$ cat config.mk
export PLATFORM = sky130hd
export DESIGN_NAME = fifo_in_arbiter
export DESIGN_NICKNAME = d
export VERILOG_FILES = /design/src/rtl/fifo_in_arbiter.sv
export SDC_FILE = /design/constraint.sdc
export NUM_CORES = 1
export LEC_CHECK = 0
export ABC_AREA = 1
export CAP_MARGIN = 20
export CORE_MARGIN = 5
export CORE_UTILIZATION = 37
export CTS_CLUSTER_SIZE = 30
export DETAILED_ROUTE_END_ITERATION = 7
export PLACE_DENSITY = 0.76
export SETUP_SLACK_MARGIN = 0.15
export SLEW_MARGIN = 20
export SYNTH_ARGS = -nofsm -noshare
export SYNTH_HDL_FRONTEND = slang
export SYNTH_SLANG_ARGS = --single-unit
$ cat constraint.sdc
create_clock -name clk -period 1.7 [get_ports clk]
set_clock_uncertainty 0.15 [all_clocks]
set_input_delay 0.51 -clock clk [delete_from_list [all_inputs] [get_ports clk]]
set_output_delay 0.51 -clock clk [all_outputs]
set_load 0.1 [all_outputs]
$ cat src/rtl/fifo_in_arbiter.sv
// rtl/fifo_in_arbiter.sv - round-robin burst arbiter feeding a single FIFO write port
// Grant is registered; ready/valid/data toward the FIFO are combinational off the grant.
module fifo_in_arbiter #(
    parameter int NUM_REQ = 4,
    parameter int WIDTH   = 8,
    parameter int BURST   = 4
) (
    input  logic                       clk,
    input  logic                       reset_n,
    input  logic [NUM_REQ-1:0]         req_valid_i,
    input  logic [NUM_REQ*WIDTH-1:0]   req_data_i,
    output logic [NUM_REQ-1:0]         req_rdy_o,
    output logic                       fifo_valid_o,
    output logic [WIDTH-1:0]           fifo_data_o,
    input  logic                       fifo_rdy_i,
    output logic [NUM_REQ-1:0]         grant_o
);

    localparam int IW = (NUM_REQ > 1) ? $clog2(NUM_REQ) : 1;
    localparam int CW = $clog2(BURST + 1);

    typedef enum logic {IDLE, GRANT} state_t;

    state_t               state_q, state_d;
    logic [IW-1:0]        g_q, g_d;
    logic [IW-1:0]        last_q, last_d;
    logic [CW-1:0]        burst_cnt_q, burst_cnt_d;
    logic [NUM_REQ-1:0]   grant_q, grant_d;

    logic [IW-1:0]        base;
    logic [IW-1:0]        winner;
    logic                 found;
    logic                 any_valid;
    logic                 g_valid;
    logic                 xfer;
    logic                 release_now;

    assign any_valid   = |req_valid_i;
    assign g_valid     = req_valid_i[g_q];
    assign xfer        = (state_q == GRANT) && g_valid && fifo_rdy_i;
    assign release_now = (state_q == GRANT) &&
                         (!g_valid || (xfer && (burst_cnt_q == CW'(BURST - 1))));

    // While granted, the current holder becomes "last" on release, so search from it.
    assign base = (state_q == GRANT) ? g_q : last_q;

    always_comb begin
        winner = '0;
        found  = 1'b0;
        for (int i = 1; i <= NUM_REQ; i++) begin
            if (!found && req_valid_i[(int'(base) + i) % NUM_REQ]) begin
                winner = IW'((int'(base) + i) % NUM_REQ);
                found  = 1'b1;
            end
        end
    end

    always_comb begin
        state_d     = state_q;
        g_d         = g_q;
        last_d      = last_q;
        burst_cnt_d = burst_cnt_q;
        case (state_q)
            IDLE: begin
                if (any_valid) begin
                    state_d     = GRANT;
                    g_d         = winner;
                    burst_cnt_d = '0;
                end
            end
            default: begin
                if (release_now) begin
                    last_d      = g_q;
                    burst_cnt_d = '0;
                    if (any_valid) begin
                        g_d = winner;
                    end else begin
                        state_d = IDLE;
                    end
                end else if (xfer) begin
                    burst_cnt_d = burst_cnt_q + 1'b1;
                end
            end
        endcase
        grant_d = (state_d == GRANT) ? (NUM_REQ'(1) << g_d) : '0;
    end

    always_ff @(posedge clk or negedge reset_n) begin
        if (!reset_n) begin
            state_q     <= IDLE;
            g_q         <= '0;
            last_q      <= IW'(NUM_REQ - 1);
            burst_cnt_q <= '0;
            grant_q     <= '0;
        end else begin
            state_q     <= state_d;
            g_q         <= g_d;
            last_q      <= last_d;
            burst_cnt_q <= burst_cnt_d;
            grant_q     <= grant_d;
        end
    end

    always_comb begin
        fifo_data_o = '0;
        for (int k = 0; k < NUM_REQ; k++) begin
            if (grant_q[k]) begin
                fifo_data_o = req_data_i[k*WIDTH +: WIDTH];
            end
        end
    end

    assign req_rdy_o    = grant_q & {NUM_REQ{fifo_rdy_i}};
    assign fifo_valid_o = |(grant_q & req_valid_i);
    assign grant_o      = grant_q;

endmodule
==> results of run 1 <==
cell usage after synthesis:
master	count	area (um2)
a21oi_1	2	10.0
nor2_1	16	60.1
inv_1	24	90.1
nand2_1	65	244
nand2_4	5	56.3
nor2_4	1	11.3
nand3_1	13	65.1
o211ai_1	1	7.51
nand2_2	12	75.1
dfrtp_1	10	250
o22ai_1	1	6.26
clkbuf_1	4	15.0
o21ai_1	1	5.00
inv_2	1	3.75
buf_6	1	11.3
nand4_1	1	6.26
nor4_1	1	6.26
o31ai_1	9	67.6
o21ai_0	8	40.0
inv_6	1	8.76
ha_1	2	25.0
a221oi_1	8	70.1
dfstp_2	2	52.6
clkinv_1	1	3.75
a21oi_2	1	8.76
what timing repair did:
item	CTS
cloned	1
resized for setup	85
setup buffers	19
endpoints found under the setup margin	29
pin swaps	23
metrics by stage:
stage / instances / cell area [um2] / setup TNS, ns / utilization [%]
3_3_place_gp: 313 / 2370 / -12.60 / 77.2
2_1_floorplan: 191 / 1490 / -7.96 / -
3_5_place_dp: 313 / 2370 / -13.45 / 77.2
4_1_cts: 337 / 2840 / -7.98 / 92.3
cell families after synthesis:
kind of cell,synth area share [%]
adders and majority gates,2.09
AOI/OAI and AO/OA,17.9
buffers and inverters,11.1
DFF,25.2
and+or+nand+nor,43.7
==> impl_metrics.ini, run 1 <==
[synth]
synth_warnings = 0
synth_cells = 191
synth_seq_area_share_pct = 25.2
ys_ff_latch = 12
synth_nets = 232
synth_area_mm2 = 0.00120
synth.distinct_cells = 25
avgSynthCellArea_um2 = 6.28

[place]
portBuffers = 55
dp_slack_ns = -0.775
hpwl_um = 3740
place.gp.congestion = 0.876

[outcome]
tool.error = [ERROR DPL-0038] Utilization greater than 100%, impossible to legalize
failing_step = global routing (5_1_grt)
status = did not finish

[clock_network]
cts.hold.buffers_added = 0
h-tree-depth = 1
clock-sinks = 12
cts_buffer_depth = 2
cts-root-buf = clkbuf_4
cts-buffers-inserted = 3

[floorplanning]
start_util_pct = 39.0
io_pins = 56
die_x_um = 66.9
die_h_um = 66.9
rows = 20

[global_route]
grt_max_degree = 11

[timing]
grt-worst-endpoint = fifo_data_o[5]
worst-ep-kind = output port
==> inputs of run 2 (changes only) <==
- CORE_AREA: unset -> 5 5 66 68
- CORE_MARGIN: 5 -> unset
- CORE_UTILIZATION: 37 -> unset
- CTS_CLUSTER_SIZE: 30 -> unset
- DIE_AREA: unset -> 0 0 71 73
- PLACE_DENSITY: 0.76 -> unset
- PLACE_DENSITY_LB_ADDON: unset -> 0.15
- SETUP_SLACK_MARGIN: 0.15 -> unset
- clock period: 1.7 -> 2.2 ns (I/O delays scaled with it)
==> run 2 against run 1 <==
  * The flow now finishes, with violations (negative setup slack)
  * Synthesized cell count stayed put
  * Synthesized area stayed put
==> impl_metrics.ini, run 2 <==
[critical_path]
r2r_slack_ns = 0.20
cp_slowest_stage_delay_ns = 0.49
ff2ff_path_depth = 11
crit_fanout = 4
start_kind = flip-flop
rr_endpoint = grant_o[2]
critPathSlowestCell = dfrtp_4
cp.arrival_ns = 1.63
crit_type = flip-flop to primary output
critPathCaptureType = primary output
r2r-start = state_q
crit_chain = nor2_4, buf_6, a221oi_2, o31ai_4, buf_12
required_ns = 1.39

[synth]
synth_top_area_share_pct = 20.9
synth_area_mm2 = 0.00120
synth_nets = 232
yosysMostFrequentCell = nand2_1
ys_ff_latch = 12
synth_seq_area_share_pct = 25.2
synth_flop_cell = dfrtp_1
avgSynthCellArea_um2 = 6.28
synth.distinct_cells = 25
synth_cells = 191
synth_largest_area_cell = dfrtp_1
synth_top_cells_by_count = 65 x nand2_1, 24 x inv_1, 16 x nor2_1
async_flop_share_pct = 100
synth_warnings = 0
synthTopCellsByArea = dfrtp_1 21%, nand2_1 20%, inv_1 7.5%
synth-edff-count = 0

[floorplanning]
start_util_pct = 31.6
die_h_um = 73
core_mm2 = 0.00380
die_x_um = 71
die_area_mm2 = 0.00518
io_pins = 56
rows = 23

[timing]
drv_slew = 0
rsz0062_at_grt = true
worstMarginPinSlew_ns = 0.511
max_slew_margin_pct = 65.8
clock.fmax_mhz = 410
holdWs_ns = 0.335
finalHoldViolations = 0
layout_setup_ws_ns = -0.239
fin_crit_sh_pct = 111
setup_viol = 8
fin_crit_ns = 2.44

[final_layout]
layout-drive-gt1-share_pct = 39.9
fin_util_pct = 65.3
synthToLayoutAreaGrowth_pct = 107
layout_commonest_cell = nand2_1
layout_common_cells = 64 x nand2_1, 20 x dlygate4sd2_1, 19 x buf_12
nNetsFinal = 313
diodes = 0
largest_reg_flops = 4

[place]
hpwl_um = 3270
portBuffers = 55
place.gp.congestion = 0.860

[clock_network]
h-tree-depth = 1
clock-sinks = 12
cts_buffer_depth = 2
cts-root-buf = clkbuf_8
cts-buffers-inserted = 3
cts.hold.buffers_added = 0
clk_latency_ns = 0.25
clk_pin_slew_worst_paths_ns = 0.06
cts_tree = built

[power]
clkPwrFrac_pct = 5.8
powerDensity_mw_per_mm2 = 1730
p_sw_share_pct = 56.7
power_mw = 4.29
p_int_mw = 1.86
seqPwrFrac_pct = 10.1
power_frac_comb_pct = 84.1
power.leakage_nw = 1.16
p_sw_mw = 2.43
ir_drop_uv = 677

[drt]
drt_iter0_markers = 43
ant_nets = 0
vias = 1565
wl_per_cell_um = 14.1
viasPerCell = 4.88
routed_wl_um = 4520
route.detailed.drc = 0
firstDrtPassIters = 4

[outcome]
status = finished, violations left
violations = negative setup slack

[global_route]
grt_pass1_vias = 1547
grt_overflow = 0
track_usage_pct = 18.3
grt_first_pass_wirelength_um = 7580
antenna_found_initial = 0
grt_max_degree = 13

[worst_hold_path]
hold_depth = 2
hold_path.startpoint = burst_cnt_q[2]
hold_path.class = flip-flop to flip-flop
holdPathEnd = burst_cnt_q[2]

[run]
drv_cap = 0
run 2: area by class of cell:
type | instances | area [um2]
multi-input combinational | 147 | 988
fill | 336 | 1320
timing repair buffer | 80 | 913
inverter | 27 | 133
sequential | 12 | 318
tap | 50 | 62.6
timing repair inverter | 1 | 11.3
clock buffer | 4 | 55.1
run 2: per-stage QoR:
stage / setup TNS, ns / instances / setup slack (ns) / area, um2
6_report: -1.62 / 321 / -0.239 / 2480
2_1_floorplan: -3.85 / 191 / -0.483 / 1450
3_5_place_dp: -6.38 / 308 / -0.426 / 2260
5_1_grt: -2.07 / 321 / -0.288 / 2480
3_3_place_gp: -6.15 / 308 / -0.429 / 2260
4_1_cts: -1.59 / 320 / -0.231 / 2450
run 2: metal layers:
layer,global-route usage [%],routed length (um)
met5,0,0
met1,22.7,1930
met2,33.6,2270
met4,4.18,53
met3,2.34,262
run 2: how the worst max path moves through the flow:
stage                              start              to  slack, ns  cells after the start
after floorplan               grant_o[3]  fifo_data_o[6]      -0.48                      3
after CTS                     grant_o[1]  fifo_data_o[1]      -0.23                      5
final                         grant_o[1]  fifo_data_o[1]      -0.24                      5
after detailed placement  req_data_i[15]  fifo_data_o[7]      -0.43                      5
after global routing          grant_o[1]  fifo_data_o[7]      -0.29                      5
after global placement    req_data_i[15]  fifo_data_o[7]      -0.43                      5
run 2: logic make-up (layout without fill, tap and decap cells):
family	Yosys count	count (layout)	share of synthesized area, %
DFF	12	12	25.2
AOI/OAI and AO/OA	31	31	17.9
and+or+nand+nor	114	114	43.7
buffers and inverters	32	112	11.1
adders and majority gates	2	2	2.09
run 2: critical path, delay by kind of cell (launching register included):
family,cells,cell delay (ns)
and+or+nand+nor,1,0.17
buffers and inverters,2,0.34
DFF,1,0.49
AOI/OAI and AO/OA,2,0.36
run 2: power groups by stage:
stage | combinational (mW) | sequential (mW) | clock [mW]
5_1_grt | 3.83 | 0.445 | 0.263
6_report | 3.60 | 0.432 | 0.249
2_1_floorplan | 2.18 | 0.614 | 0
3_3_place_gp | 3.27 | 0.500 | 0
4_1_cts | 3.58 | 0.431 | 0.250
3_5_place_dp | 3.29 | 0.502 | 0
run 2: timing repair:
item	4_1_cts	5_1_grt
setup endpoints to repair	16	12
resized for setup	48	7
gates cloned	0	1
buffers inserted	9	0
pin swaps	19	2
(Power assumes the default switching activity.)
